### src/rtl/j1_core_param.sv
// j1_core_param -- parametrised j1 stack CPU.
//   Same 16-bit instruction encoding as the classic j1, with generic data width
//   and stack depths, a ready/wait handshake on data reads, one vectored
//   interrupt and sticky stack-error flags.
// Ports:
//   clk, reset            rising-edge clock, asynchronous active-high reset
//   code_addr / insn      instruction fetch address (next pc) and returned word
//   mem_addr, mem_wr,     data port: word address from T, write strobe with
//   mem_rd, mem_ready,      data N on dout, read request held until mem_ready,
//   dout, din               read data on din
//   irq / in_isr          level interrupt request / servicing-interrupt flag
//   dstk_err, rstk_err    sticky data/return stack overflow or underflow
module j1_core_param #(
   parameter int WIDTH      = 16,
   parameter int ADDRWIDTH  = 12,
   parameter int MEMWIDTH   = 14,
   parameter int DSTACKLOG2 = 4,
   parameter int RSTACKLOG2 = 4,
   parameter logic [ADDRWIDTH-1:0] IRQ_VECTOR = 12'h002
) (
   input  logic                 clk,
   input  logic                 reset,
   output logic [MEMWIDTH-1:0]  code_addr,
   input  logic [15:0]          insn,
   output logic [MEMWIDTH-1:0]  mem_addr,
   output logic                 mem_wr,
   output logic                 mem_rd,
   input  logic                 mem_ready,
   output logic [WIDTH-1:0]     dout,
   input  logic [WIDTH-1:0]     din,
   input  logic                 irq,
   output logic                 in_isr,
   output logic                 dstk_err,
   output logic                 rstk_err
);
   localparam int HALF = WIDTH / 2;
   localparam logic [DSTACKLOG2:0] DFULL = {1'b1, {DSTACKLOG2{1'b0}}};
   localparam logic [RSTACKLOG2:0] RFULL = {1'b1, {RSTACKLOG2{1'b0}}};

   typedef enum logic [1:0] {S_BOOT, S_RUN, S_WAIT} state_t;
   state_t state, state_n;

   logic [ADDRWIDTH-1:0]  pc, pc_n, pc_plus1, target;
   logic [WIDTH-1:0]      T, T_n, N, R, alu, rdata;
   logic [DSTACKLOG2-1:0] dsp, dsp_n;
   logic [RSTACKLOG2-1:0] rsp, rsp_n;
   logic [DSTACKLOG2:0]   depth;
   logic [RSTACKLOG2:0]   rdepth, isr_rdepth;
   logic [WIDTH-1:0]      dstack [2**DSTACKLOG2];
   logic [WIDTH-1:0]      rstack [2**RSTACKLOG2];

   logic is_alu, is_rd, irq_take, active, stall, commit;
   logic dpush, dpop, dwr, rpush, rpop, rwr;

   assign N        = dstack[dsp];
   assign R        = rstack[rsp];
   assign pc_plus1 = pc + ADDRWIDTH'(1);
   assign target   = insn[ADDRWIDTH-1:0];
   assign is_alu   = (insn[15:12] == 4'b0011);
   assign is_rd    = is_alu && (insn[11:8] == 4'hC);

   // The interrupt steals a RUN cycle; a stalled read always completes first.
   assign irq_take = (state == S_RUN) && irq && !in_isr;
   assign active   = ((state == S_RUN) && !irq_take) || (state == S_WAIT);
   assign stall    = active && is_rd && !mem_ready;
   assign commit   = active && !stall;

   assign mem_rd    = active && is_rd;
   assign mem_wr    = commit && is_alu && insn[5];
   assign mem_addr  = T[MEMWIDTH:1];
   assign dout      = N;
   // While stalled keep fetching the current word so insn stays valid.
   assign code_addr = MEMWIDTH'(stall ? pc : pc_n);

   always_comb begin
      alu = T;
      case (insn[11:8])
         4'h0: alu = T;
         4'h1: alu = N;
         4'h2: alu = T + N;
         4'h3: alu = T & N;
         4'h4: alu = T | N;
         4'h5: alu = T ^ N;
         4'h6: alu = ~T;
         4'h7: alu = {WIDTH{N == T}};
         4'h8: alu = {WIDTH{$signed(N) < $signed(T)}};
         4'h9: alu = {T[WIDTH-1], T[WIDTH-1:1]};
         4'hA: alu = T - WIDTH'(1);
         4'hB: alu = R;
         4'hC: alu = din;
         4'hD: alu = {T[WIDTH-2:0], 1'b0};
         4'hE: alu = {{(HALF-DSTACKLOG2-1){1'b0}}, depth,
                      {(HALF-RSTACKLOG2-1){1'b0}}, rdepth};
         4'hF: alu = {WIDTH{N < T}};
         default: alu = T;
      endcase
   end

   // Decode: next pc, next T and stack strobes. Pushed data-stack data is
   // always the old T; return-stack data is T unless a call or interrupt
   // pushes a return address.
   always_comb begin
      pc_n  = pc;
      T_n   = T;
      dpush = 1'b0;  dpop = 1'b0;  dwr = 1'b0;
      rpush = 1'b0;  rpop = 1'b0;  rwr = 1'b0;
      rdata = T;
      if (irq_take) begin
         pc_n  = IRQ_VECTOR;
         rpush = 1'b1;
         rwr   = 1'b1;
         rdata = WIDTH'(pc);
      end else if (commit) begin
         pc_n = pc_plus1;
         if (insn[15]) begin
            T_n   = WIDTH'(insn[14:0]);
            dpush = 1'b1;
            dwr   = 1'b1;
         end else if (!insn[14]) begin
            case (insn[13:12])
               2'b00: pc_n = target;
               2'b01: begin
                  if (T == '0) pc_n = target;
                  T_n  = N;
                  dpop = 1'b1;
               end
               2'b10: begin
                  pc_n  = target;
                  rpush = 1'b1;
                  rwr   = 1'b1;
                  rdata = WIDTH'(pc_plus1);
               end
               default: begin
                  T_n = alu;
                  if (insn[4]) pc_n = R[ADDRWIDTH-1:0];
                  dpush = insn[0];
                  dpop  = insn[1];
                  dwr   = insn[0] | insn[6];
                  rpush = insn[2];
                  rpop  = insn[3];
                  rwr   = insn[2] | insn[7];
               end
            endcase
         end
      end
   end

   // Pointers move by push - pop; a push+pop pair rewrites the current top.
   always_comb begin
      dsp_n = dsp;
      if (dpush && !dpop) dsp_n = dsp + DSTACKLOG2'(1);
      else if (dpop && !dpush) dsp_n = dsp - DSTACKLOG2'(1);
      rsp_n = rsp;
      if (rpush && !rpop) rsp_n = rsp + RSTACKLOG2'(1);
      else if (rpop && !rpush) rsp_n = rsp - RSTACKLOG2'(1);
   end

   always_comb begin
      state_n = state;
      case (state)
         S_BOOT:  state_n = S_RUN;
         S_RUN:   state_n = stall ? S_WAIT : S_RUN;
         S_WAIT:  state_n = mem_ready ? S_RUN : S_WAIT;
         default: state_n = S_BOOT;
      endcase
   end

   // Stack storage is plain RAM; contents are undefined after reset.
   always_ff @(posedge clk) begin
      if (dwr) dstack[dsp_n] <= T;
      if (rwr) rstack[rsp_n] <= rdata;
   end

   always_ff @(posedge clk or posedge reset) begin
      if (reset) begin
         state      <= S_BOOT;
         pc         <= '0;
         T          <= '0;
         dsp        <= '0;
         rsp        <= '0;
         depth      <= '0;
         rdepth     <= '0;
         isr_rdepth <= '0;
         in_isr     <= 1'b0;
         dstk_err   <= 1'b0;
         rstk_err   <= 1'b0;
      end else begin
         state <= state_n;
         pc    <= pc_n;
         T     <= T_n;
         dsp   <= dsp_n;
         rsp   <= rsp_n;
         // Depths saturate; the pointer still wraps so the CPU keeps going.
         if (dpush && !dpop) begin
            if (depth == DFULL) dstk_err <= 1'b1;
            else depth <= depth + (DSTACKLOG2+1)'(1);
         end else if (dpop && !dpush) begin
            if (depth == '0) dstk_err <= 1'b1;
            else depth <= depth - (DSTACKLOG2+1)'(1);
         end
         if (rpush && !rpop) begin
            if (rdepth == RFULL) rstk_err <= 1'b1;
            else rdepth <= rdepth + (RSTACKLOG2+1)'(1);
         end else if (rpop && !rpush) begin
            if (rdepth == '0) rstk_err <= 1'b1;
            else rdepth <= rdepth - (RSTACKLOG2+1)'(1);
         end
         // The ISR ends on the return that pops the entry the interrupt pushed.
         if (irq_take) begin
            in_isr     <= 1'b1;
            isr_rdepth <= rdepth;
         end else if (commit && is_alu && insn[4] && in_isr &&
                      (rdepth == isr_rdepth + (RSTACKLOG2+1)'(1))) begin
            in_isr <= 1'b0;
         end
      end
   end
endmodule

### config.mk
export PLATFORM = sky130hd
export DESIGN_NAME = j1_core_param
export DESIGN_NICKNAME = d
export VERILOG_FILES = /design/src/rtl/j1_core_param.sv
export SDC_FILE = /design/constraint.sdc
export NUM_CORES = 1
export LEC_CHECK = 0
export ABC_CLOCK_PERIOD_IN_PS = 15600
export BUFFER_PORTS_ARGS = -buffer_cell sky130_fd_sc_hd__buf_2
export CELL_PAD_IN_SITES_DETAIL_PLACEMENT = 0
export CELL_PAD_IN_SITES_GLOBAL_PLACEMENT = 1
export CORE_MARGIN = 5
export CORE_UTILIZATION = 50
export CTS_BUF_LIST = sky130_fd_sc_hd__clkbuf_2 sky130_fd_sc_hd__clkbuf_4 sky130_fd_sc_hd__clkbuf_8
export DETAILED_ROUTE_END_ITERATION = 16
export GPL_TIMING_DRIVEN = 0
export PLACE_DENSITY_LB_ADDON = 0.1
export SETUP_SLACK_MARGIN = 0.05
export SKIP_CTS_REPAIR_TIMING = 1
export SLEW_MARGIN = 0
export SYNTH_ARGS = -nofsm -noshare
export SYNTH_HDL_FRONTEND = slang
export SYNTH_SLANG_ARGS = --single-unit
### constraint.sdc
create_clock -name clk -period 15.6 [get_ports clk]
set_input_delay 3.12 -clock clk [delete_from_list [all_inputs] [get_ports clk]]
set_output_delay 3.12 -clock clk [all_outputs]
set_load 0.02 [all_outputs]
==> results.yml <==
worst_setup_path:
  r2r_slack_ps: 8400
  r2r_start: "dsp[1]$_DFF_PP0_"
  end_kind: "output port"
  startpoint_type: "input port"
  regToRegEndpoint: "T[13]$_DFFE_PP0P_"
  rr_worst_depth: 21
  cp.arrival_ps: 6010
  worstSetupPathType: "input port to output port"
  cp.required_ps: 12480
  cp_max_fo: 10
synthesis:
  synth_cell_types: 69
  ys_ff_latch: 568
  yosysTopAreaCell: "edfxtp_1"
  synth_enable_flop_cells: 512
  synth_flop_cell: "edfxtp_1"
  yosysWarnings: 0
  netlist_area_mm2: 0.0268
  synthArstFlopShare: 0.0986
  synth_area_leaders: "edfxtp_1, mux4_2, dfrtp_1, ha_1, nand2_1"
  avgSynthCellArea_um2: 14.6
  ys_seq_area_frac: 0.626
  synthesis.instances: 1840
  yosysTopAreaCellShare: 0.574
drt:
  vias: 17640
  ant_nets: 0
  dr.pass1.iters: 6
  drtIter0Drc: 1865
  wire_per_inst_um: 28.3
  drc: 0
  vias_per_cell: 6.28
  wirelength_mm: 79.6
global_routing:
  grt_pass1_wl_mm: 117
  gr-total-overflow: 0
  grt_max_degree: 57
  grt_pass1_vias: 17213
  antenna_found_initial: 1
  grt_usage: 0.268
placement:
  gp_congestion: 0.970
  postPlaceCellArea_mm2: 0.0288
  dp_hpwl_mm: 55.7
  place_ws_ps: 6590
  dp_cells: 2648
  numPortBuffers: 79
die:
  die-area_mm2: 0.0583
  start_util: 0.507
  chipWidth_um: 242
  die_h_um: 242
  core-area_mm2: 0.0529
  num_io_pins: 85
  rows: 84
finish:
  num-nets-final: 2175
  finalNonFillerCells: 2808
  areaGrowthSynthToFinish_pct: 14.6
  fin_area_mm2: 0.0307
  drive_gt1_frac: 0.215
clock_network:
  cts_buffer_depth: 3
  numCtsBuffers: 92
  cts_root_buf: "clkbuf_8"
  htreeDepth: 3
  cts_tree: "done"
  cts.sinks: 568
  clock_latency_ps: 720
  clk_pin_slew_ps: 50
status:
  outcome: "finished, final reports clean"
min_path:
  hold_start: "state[0]$_DFF_PP0_"
  min_path_type: "flip-flop to flip-flop"
  worstHoldEndpoint: "state[0]$_DFF_PP0_"
  holdPathStages: 1
sta:
  finalMaxSlewViolations: 0
  tightest_slew_ps: 1390
  slew_headroom: 0.0695
  fin_setup_tns_ps: 0
  setup_viol: 0
  max_freq_ghz: 0.109
  hold_viol: 0
  finClkSkew_ps: 41.8
  fin_crit_ps: 9130
  fin_ws_ps: 6470
  post-route-period-util: 0.585
  rsz0062_at_grt: "no"
power_and_ir_drop:
  power_density_mw_per_mm2: 223
  power.total_mw: 6.85
  peakVddDrop_mv: 0.102
  leakage_nw: 10.9
job:
  max_cap_viol_count: 0
[cells by family (layout without fill, tap and decap cells)]
logic type / count (synthesis) / after routing / synth area share
and+or+nand+nor: 417 / 417 / 0.0707
xor gates and xnor gates: 54 / 54 / 0.0176
muxes: 170 / 170 / 0.124
buffers and inverters: 182 / 460 / 0.0300
AOI/OAI and AO/OA: 363 / 363 / 0.0913
other: 1 / 3 / 0.000140
DFF: 568 / 568 / 0.626
adders and majority gates: 85 / 85 / 0.0405
[layer usage]
metal / vias up / global-route usage / wire length (um)
li1: 7658 / - / -
met1: 9027 / 0.375 / 33400
met2: 801 / 0.432 / 38000
met3: 154 / 0.0423 / 5300
met4: 0 / 0.0963 / 2880
met5: - / 0 / 0
[synthesized netlist by cell type, types with 6 or more instances]
cell and number:
a211oi_1 11, a21o_1 11, a21oi_1 70, a221oi_1 44, a22oi_1 36, and2_1 7, and3_1 14, buf_1 12
buf_4 18, clkbuf_1 71, dfrtp_1 56, edfxtp_1 512, ha_1 82, inv_1 70, mux2i_1 44, mux4_1 10
mux4_2 116, nand2_1 149, nand2b_1 15, nand3_1 41, nand4_1 7, nor2_1 118, nor2b_1 11, nor3_1 20
nor4_1 12, o2111ai_1 9, o211ai_1 12, o21ai_0 81, o21ai_1 6, o21bai_1 7, o221ai_1 20, o22ai_1 16
or3_1 7, xnor2_1 38, xor2_1 16
[area by class of cell]
type | instances | area (um^2)
Sequential cell | 568 | 16800
Multi-Input combinational cell | 1091 | 9300
Fill cell | 4213 | 22100
Timing Repair Buffer | 119 | 1080
Clock inverter | 23 | 249
Tap cell | 688 | 861
Inverter | 71 | 269
Clock buffer | 136 | 1640
Buffer | 111 | 537
Antenna cell | 1 | 2.50
[power breakdown]
group / switching [mW] / leakage [nW] / internal, mW
Clock: 0.597 / 0.996 / 0.729
Combinational: 2.00 / 4.57 / 1.18
Sequential: 0.285 / 5.32 / 2.06
[metrics by stage]
stage                      util  hold slack, ps
after global routing      0.581             529
after CTS                 0.581             503
after floorplan               -             456
after global placement    0.531             480
after detailed placement  0.545             490
final                     0.581             498
[layout by cell type (no fill, tap or decap), drive strengths merged, types with 20 or more instances in the layout]
| master | n |
|---|---|
| inv | 75 |
| o21ai | 88 |
| dfrtp | 56 |
| buf | 159 |
| edfxtp | 512 |
| a221oi | 44 |
| nand3 | 41 |
| mux2i | 44 |
| o221ai | 20 |
| xnor2 | 38 |
| a21oi | 70 |
| clkbuf | 207 |
| nand2 | 149 |
| nor2 | 118 |
| ha | 82 |
| a22oi | 36 |
| mux4 | 126 |
| nor3 | 20 |
[worst max-delay path by stage]
stage / startpoint / endpoint / slack, ps / depth (start not counted)
after floorplan: insn[8] / code_addr[10] / 7570 / 7
after global placement: insn[8] / dstack[1][5]$_DFFE_PP_ / 6000 / 16
after detailed placement: insn[8] / code_addr[11] / 6590 / 9
after CTS: insn[8] / code_addr[11] / 6580 / 9
after global routing: insn[8] / code_addr[0] / 6410 / 10
final: insn[8] / code_addr[11] / 6470 / 9
[worst max-delay path, cell delays in order]
cell,delay [ps]
clkbuf_1,470
nor2_1,270
nand3_1,210
nor2_1,70
a21boi_1,640
clkbuf_1,490
o2111ai_1,240
a21oi_1,270
buf_2,220
[registers in the layout, summed over array words and instances, names as in the netlist, 2 cells and up]
signal	count
pc	12
rdepth	5
depth	5
isr_rdepth	5
dstack	256
rsp	4
state	2
dsp	4
rstack	256
T	16
No activity file was read; power rests on OpenSTA's default activity.
